--- src/rtl/synth_test_sequencer.sv ---
// Sequencer that resets generated DUTs, fires each test_req in turn and collects results.
// Define SYNTH_TEST_SEQ_REPORT_EN to print per-test and final results and $finish on DONE.
module synth_test_sequencer #(
  parameter int unsigned NUM_TESTS   = 4,
  parameter int unsigned RESET_HOLD  = 6,
  parameter int unsigned START_DELAY = 100,
  parameter int unsigned TIMEOUT     = 200000000,
  parameter int unsigned CNT_W       = 32
) (
  input  logic                 clk,
  input  logic                 reset,
  input  logic                 start,
  output logic                 dut_reset,
  output logic [NUM_TESTS-1:0] test_req,
  input  logic [NUM_TESTS-1:0] test_busy,
  input  logic [NUM_TESTS-1:0] test_return,
  output logic [4:0]           cur_test,
  output logic                 running,
  output logic                 done,
  output logic                 pass,
  output logic [NUM_TESTS-1:0] fail_mask,
  output logic [NUM_TESTS-1:0] tmo_mask
);

  typedef enum logic [3:0] {
    S_IDLE,
    S_RST,
    S_SETTLE,
    S_REQ,
    S_GUARD,
    S_WAIT,
    S_RECOVER,
    S_NEXT,
    S_DONE
  } state_t;

  localparam logic [CNT_W-1:0] L_RH      = CNT_W'(RESET_HOLD);
  localparam logic [CNT_W-1:0] L_RH_LAST = CNT_W'(RESET_HOLD - 1);
  localparam logic [CNT_W-1:0] L_SD_LAST = CNT_W'(START_DELAY - 1);
  localparam logic [CNT_W-1:0] L_RC_LAST =
    CNT_W'(RESET_HOLD + START_DELAY - 1);
  localparam logic [CNT_W-1:0] L_TMO     = CNT_W'(TIMEOUT);
  localparam logic [CNT_W-1:0] L_CNT_ONE = CNT_W'(1);
  localparam logic [4:0]       L_LAST    = 5'(NUM_TESTS - 1);
  localparam logic [NUM_TESTS-1:0] L_ONE = NUM_TESTS'(1);

  state_t               r_state;
  state_t               w_state_nxt;
  logic [CNT_W-1:0]     r_cnt;
  logic [CNT_W-1:0]     w_cnt_nxt;
  logic [CNT_W-1:0]     w_cnt_inc;
  logic [4:0]           r_cur;
  logic [4:0]           w_cur_nxt;
  logic [NUM_TESTS-1:0] r_fail;
  logic [NUM_TESTS-1:0] w_fail_nxt;
  logic [NUM_TESTS-1:0] r_tmo;
  logic [NUM_TESTS-1:0] w_tmo_nxt;
  logic [NUM_TESTS-1:0] w_sel;
  logic                 w_busy;
  logic                 w_ret;

  assign w_sel     = L_ONE << r_cur;
  assign w_busy    = |(test_busy & w_sel);
  assign w_ret     = |(test_return & w_sel);
  // Saturating count: a hung DUT must never wrap back under TIMEOUT
  assign w_cnt_inc = (&r_cnt) ? r_cnt : r_cnt + L_CNT_ONE;

  always_ff @(posedge clk or negedge reset) begin
    if (!reset) begin
      r_state <= S_IDLE;
      r_cnt   <= '0;
      r_cur   <= '0;
      r_fail  <= '0;
      r_tmo   <= '0;
    end else begin
      r_state <= w_state_nxt;
      r_cnt   <= w_cnt_nxt;
      r_cur   <= w_cur_nxt;
      r_fail  <= w_fail_nxt;
      r_tmo   <= w_tmo_nxt;
    end
  end

  always_comb begin
    w_state_nxt = r_state;
    w_cnt_nxt   = w_cnt_inc;
    w_cur_nxt   = r_cur;
    w_fail_nxt  = r_fail;
    w_tmo_nxt   = r_tmo;
    unique case (r_state)
      S_IDLE, S_DONE: begin
        w_cnt_nxt = '0;
        if (start) begin
          w_state_nxt = S_RST;
          w_cur_nxt   = '0;
          w_fail_nxt  = '0;
          w_tmo_nxt   = '0;
        end
      end
      S_RST: begin
        if (r_cnt == L_RH_LAST) begin
          w_cnt_nxt   = '0;
          w_state_nxt = (START_DELAY == 0) ? S_REQ : S_SETTLE;
        end
      end
      S_SETTLE: begin
        if (r_cnt == L_SD_LAST) begin
          w_cnt_nxt   = '0;
          w_state_nxt = S_REQ;
        end
      end
      S_REQ: begin
        w_cnt_nxt   = '0;
        w_state_nxt = S_GUARD;
      end
      S_GUARD: begin
        if (r_cnt == L_CNT_ONE) w_state_nxt = S_WAIT;
      end
      S_WAIT: begin
        // Completion wins when busy drops on the TIMEOUT cycle itself
        if (!w_busy) begin
          w_fail_nxt  = (r_fail & ~w_sel) | (w_sel & {NUM_TESTS{~w_ret}});
          w_state_nxt = S_NEXT;
        end else if (r_cnt >= L_TMO) begin
          w_fail_nxt  = r_fail | w_sel;
          w_tmo_nxt   = r_tmo | w_sel;
          w_cnt_nxt   = '0;
          w_state_nxt = S_RECOVER;
        end
      end
      S_RECOVER: begin
        if (r_cnt == L_RC_LAST) w_state_nxt = S_NEXT;
      end
      S_NEXT: begin
        w_cnt_nxt = '0;
        if (r_cur == L_LAST) begin
          w_state_nxt = S_DONE;
        end else begin
          w_cur_nxt   = r_cur + 5'd1;
          w_state_nxt = S_REQ;
        end
      end
      default: w_state_nxt = S_IDLE;
    endcase
  end

  assign dut_reset = ~reset
                   | (r_state == S_RST)
                   | ((r_state == S_RECOVER) && (r_cnt < L_RH));
  assign test_req  = (r_state == S_REQ) ? w_sel : '0;
  assign cur_test  = r_cur;
  assign running   = (r_state != S_IDLE) && (r_state != S_DONE);
  assign done      = (r_state == S_DONE);
  assign pass      = done && ~|{r_fail, r_tmo};
  assign fail_mask = r_fail;
  assign tmo_mask  = r_tmo;

`ifdef SYNTH_TEST_SEQ_REPORT_EN
  always_ff @(posedge clk) begin
    if (reset && r_state == S_WAIT && w_state_nxt != S_WAIT) begin
      if (w_state_nxt == S_RECOVER)
        $display("test %0d: TIMEOUT", r_cur);
      else if (w_ret)
        $display("test %0d: SUCCESS", r_cur);
      else
        $display("test %0d: *** FAILURE ***", r_cur);
    end
    if (reset && r_state == S_NEXT && w_state_nxt == S_DONE) begin
      if (~|{w_fail_nxt, w_tmo_nxt})
        $display("%m: TEST SUCCESS");
      else
        $display("%m: TEST *** FAILURE ***");
      $finish;
    end
  end
`endif

endmodule

--- config.mk ---
export PLATFORM = sky130hd
export DESIGN_NAME = synth_test_sequencer
export DESIGN_NICKNAME = d
export VERILOG_FILES = /design/src/rtl/synth_test_sequencer.sv
export SDC_FILE = /design/constraint.sdc
export NUM_CORES = 1
export LEC_CHECK = 0
export BUFFER_PORTS_ARGS = -buffer_cell sky130_fd_sc_hd__buf_2
export CELL_PAD_IN_SITES_DETAIL_PLACEMENT = 0
export CELL_PAD_IN_SITES_GLOBAL_PLACEMENT = 1
export CORE_ASPECT_RATIO = 1.2
export CORE_UTILIZATION = 49
export CTS_BUF_LIST = sky130_fd_sc_hd__clkbuf_4 sky130_fd_sc_hd__clkbuf_8 sky130_fd_sc_hd__clkbuf_16
export DETAILED_ROUTE_END_ITERATION = 6
export HOLD_SLACK_MARGIN = 0.02
export PLACE_DENSITY = 0.84
export SETUP_SLACK_MARGIN = 0.4
export SLEW_MARGIN = 20
export SYNTH_ARGS = -nofsm -noshare
export SYNTH_HDL_FRONTEND = slang
export SYNTH_SLANG_ARGS = --single-unit
--- constraint.sdc ---
create_clock -name clk -period 4.86 [get_ports clk]
set_clock_uncertainty 0.2 [all_clocks]
set_input_delay 0.972 -clock clk [delete_from_list [all_inputs] [get_ports clk]]
set_output_delay 0.972 -clock clk [all_outputs]
set_load 0.05 [all_outputs]
# Word-level counts from Yosys, hierarchy flattened
# Index checks and enable logic that the tools add are counted.
dict set report totals {
  output_inout_bits 21
  ff_bits 49
  in_bits 11
}
dict set report op_classes {
  n_eq_ne 23
  muxes 26
  n_bitwise 12
  shifts 1
  n_lt_le_gt_ge 2
  addsub 2
  n_reduce_logical 18
}
# cell n
set ops {}
lappend ops {{32-bit two-way mux} 5}
lappend ops {{32-bit one-hot mux with 4 select lines} 1}
lappend ops {{32-bit by 7-bit == test with 1-bit output (second input constant)} 2}
lappend ops {{4-bit two-way mux} 14}
lappend ops {{32-bit by 1-bit adder with 32-bit output (second input constant)} 1}
lappend ops {{32-bit by 1-bit == test with 1-bit output (second input constant)} 1}
lappend ops {{32-bit by 3-bit == test with 1-bit output (second input constant)} 1}
lappend ops {{32-bit by 28-bit >= comparator with 1-bit output (second input constant)} 1}
lappend ops {{32-bit by 3-bit < comparator with 1-bit output (second input constant)} 1}
lappend ops {{4-bit one-hot mux with 8 select lines} 1}
lappend ops {{32-bit AND reduction} 1}
lappend ops {{4-bit AND} 4}
lappend ops {{4-bit by 3-bit == test with 1-bit output (second input constant)} 4}
lappend ops {{2-bit != test (second input constant)} 8}
lappend ops {{4-bit one-hot mux with 2 select lines} 2}
lappend ops {{4-bit bitwise OR} 3}
lappend ops {{4-bit OR reduction} 3}
lappend ops {{5-bit two-way mux} 2}
lappend ops {{5-bit one-hot mux with 2 select lines} 1}
lappend ops {{4-bit by 2-bit == test with 1-bit output (second input constant)} 2}
lappend ops {{8-bit OR reduction} 1}
lappend ops {{3-bit AND reduction} 2}
lappend ops {{6-bit AND reduction} 1}
lappend ops {{5-bit by 1-bit adder with 5-bit output (second input constant)} 1}
lappend ops {{other kinds (16)} 21}

# Logic depth before layout (Yosys ltp)
dict set report logic_depth {
  ltp_word 8
  ltp_mapped 9
}

# Worst setup path after synthesis
# Ideal clock, no wire load.
dict set report synth_timing {
  path_kind {register to output}
  from {register r_cur[3], in the netlist cur_test[3]}
  to {output port test_req[0]}
  stages_incl_launch_ff 5
  setup_slack_ns 0.889
  required_time_ns 3.688
  t_arrival_ns 2.799
  path_cell_list {dfrtp_1 > nor3_1 > inv_1 > or4_1 > nor3_1}
}
dict set report synth_between {
  elab_chain_cells 2
}
# element line
set synth_rtl {}
lappend synth_rtl {{start, declared} 52} ;# logic [4:0] r_cur;
lappend synth_rtl {{start signal, assigned} 78} ;# r_cur <= w_cur_nxt;
lappend synth_rtl {{1-bit by 5-bit << shifter with 4-bit output} 62} ;# assign w_sel = L_ONE << r_cur;
lappend synth_rtl {{4-bit two-way mux} 150} ;# assign test_req = (r_state == S_REQ) ? w_sel : '0;
lappend synth_rtl {{end, declared} 14} ;# output logic [NUM_TESTS-1:0] test_req,
# Every way passes these cells.

# Worst setup path after layout
# Ends and elaborated chain as after synthesis.

==> impl_metrics.toml <==
[layout]
final_common_cell = "nor2_1"
multi_input_area_um2 = 1675
num_antenna_cells = 0
layout.nets = 384
final_layout_size_suffix_gt1_share_pct = 16.49
area_delta_synth_final_pct = 8.512
area.sequential_um2 = 1226
n_fill_cell = 587
fin_util_pct = 55.36
final_cell_mix = "61 x nor2_1, 49 x dfrtp_1, 31 x buf_2, 25 x nand2_1, 19 x xor2_1"

[power]
power_density_nw_per_um2 = 232.3
vdd_drop_max_uv = 138.8
leakagePower_nw = 1.446

[worst_setup_path]
cp_max_fo = 6
cp.arrival_ns = 2.45
cp-end-kind = "primary output"
path_cells = "nor3_1 -> inv_1 -> or4_1 -> nor3_1 -> buf_2"
max_stage_delay_ns = 0.58
critPathKind = "register to primary output"
crit_required_ns = 3.69
timing.rr.start = "cur_test[0]"
worst-path-buf-inv = 2
cp_top_family = "simple AND/OR/NAND/NOR gates"
worst_path_max_delay_cell = "or4_1"
startpoint_type = "register"
path_common_cell = "nor3_1"
crit_start = "cur_test[3]"

[sta]
slew_headroom_pct = 52.70
fin_tns_setup_ns = 0
worstMarginPinSlew_ns = 0.7040
rsz0062_at_grt = "no"
drv_slew = 0
fmax_ghz = 0.2759
period_needed_ns = 3.624
post-route-worst-setup-slack_ns = 1.236
finalSetupViolations = 0
final.period_utilization_pct = 74.57
hold_viol = 0

[route]
drt_drc_violations_left = 0
vias = 2595
vias_per_cell = 5.741
first_pass_iters = 4
drt_wl_total_mm = 6.940
wl_per_cell_um = 15.35
drt_iter0_markers = 114
postRouteAntennaNets = 0

[synth]
ys_seq_area_share_pct = 39.72
ys_seq_elements = 49
syn_nets = 361
yosys-top-cells-area = "dfrtp_1 40%, nor2_1 7.4%, xor2_1 5.4%, nand2_1 3.0%, nand4_1 3.0%"
synth_edf_count = 0
postSynthAreaPerCell_um2 = 8.921
ys.flop_type = "dfrtp_1"
async_reset_ff_share_pct = 100.0
synthCells = 346
synth_largest_area_cell = "dfrtp_1"
ys_types = 55
yosys_warnings = 0
synth.cell_area_um2 = 3087
synth_top_area_share_pct = 39.72

[clock_tree]
cts_setup_buffers = 0
cts.sinks = 49
worstSkewPairLatency_ns = 0.30
hold_buffers = 0
htree_levels = 2
clock-root-buffer = "clkbuf_8"
cts_tree = "done"
path_clk_slew_ns = 0.09
numCtsBuffers = 5
cts_resized = 0
max-clock-path-buffers = 2

[min_path]
hold_class = "register to register"
min_from = "cur_test[4]"

[die]
initial_core_util_pct = 51.01
io_pins = 32
dieArea_um2 = 6622
core-area_um2 = 6051
die_y_um = 88.95
fp-row-count = 31
die_w_um = 74.46

[placement]
post-place-ws_ns = 1.562
place_hpwl_mm = 4.831
gp_congestion = 0.8453
port_buffers = 31

[global_route]
grt_max_degree = 50
antenna_found_initial = 0
track_usage_pct = 22.51
grt_pass1_vias = 2439
grt_overflow_total = 0
grt_pass1_wl_mm = 11.47

[job]
drv_cap = 0

[status]
status = "complete, no violations"
## cells in the mapped netlist (all sizes together) (3+ instances only)
| cell | number |
|---|---|
| nor2 | 61 |
| dfrtp | 49 |
| nand2 | 25 |
| xor2 | 19 |
| nand3 | 17 |
| nand4 | 17 |
| nor3 | 15 |
| o21ai | 15 |
| a21oi | 14 |
| buf | 10 |
| inv | 9 |
| nor4 | 9 |
| clkbuf | 8 |
| xnor2 | 8 |
| a31oi | 7 |
| and3 | 7 |
| and2 | 5 |
| and4 | 5 |
| ha | 4 |
| a211oi | 3 |
| nor2b | 3 |
| o31ai | 3 |
| or2b | 3 |
| or4 | 3 |
## layout make-up
cell class / instances / share of cell area, %
multi-input combinational: 270 / 50.02
sequential: 49 / 36.61
timing repair buffer: 34 / 5.304
tap: 82 / 3.063
clock buffer: 5 / 2.055
clock inverter: 3 / 1.942
inverter: 9 / 1.009
## flip-flops by register name, indices dropped and copies added (netlist names)
register and flops:
r_cnt 32, cur_test 5, fail_mask 4, r_state 4, tmo_mask 4
## routing by layer
metal	routed length (um)	vias to the layer above	global-route usage, %
li1	-	1281	-
met1	3173	1257	28.81
met2	3385	45	38.41
met3	218	12	3.157
met4	163	0	8.576
met5	0	-	0
## logic make-up after synthesis
| family | Yosys count | share of synthesized area (%) |
|---|---|---|
| fa+ha+maj | 4 | 1.621 |
| compound gates | 55 | 12.24 |
| simple gates | 180 | 30.36 |
| buf+inv | 27 | 5.999 |
| mux | 4 | 2.392 |
| flops | 49 | 39.72 |
| xor+xnor | 27 | 7.661 |
## final timing paths
| path | end | slack (ns) | cells after the start |
|---|---|---|---|
| worst max-delay path | test_req[0] | 1.24 | 5 |
| worst min-delay path | cur_test[4] | 0.30 | 1 |
| worst max register to register | r_state[0] | 1.97 | 4 |
| worst min register to register | cur_test[4] | 0.30 | 1 |
| max in group asynchronous | r_cnt[13] | 3.43 | 2 |
| min in group asynchronous | r_state[1] | 0.59 | 2 |
## through the flow
stage	total power [mW]	hold WS (ns)	std cells	area [um^2]
finish	0.7782	0.3028	452	3349
global route	0.8070	0.3427	452	3349
CTS	0.7898	0.3039	452	3349
detailed placement	0.4461	0.2912	444	3216
global placement	0.4455	0.2959	444	3216
floorplan	0.4298	0.3252	346	3087
## power by group
group / internal, mW / leakage (nW) / switching, mW
combinational: 0.00734 / 0.753 / 0.0193
clock: 0.204 / 0.0681 / 0.137
sequential: 0.409 / 0.624 / 0.00128
No activity file was read; power rests on OpenSTA's default activity.
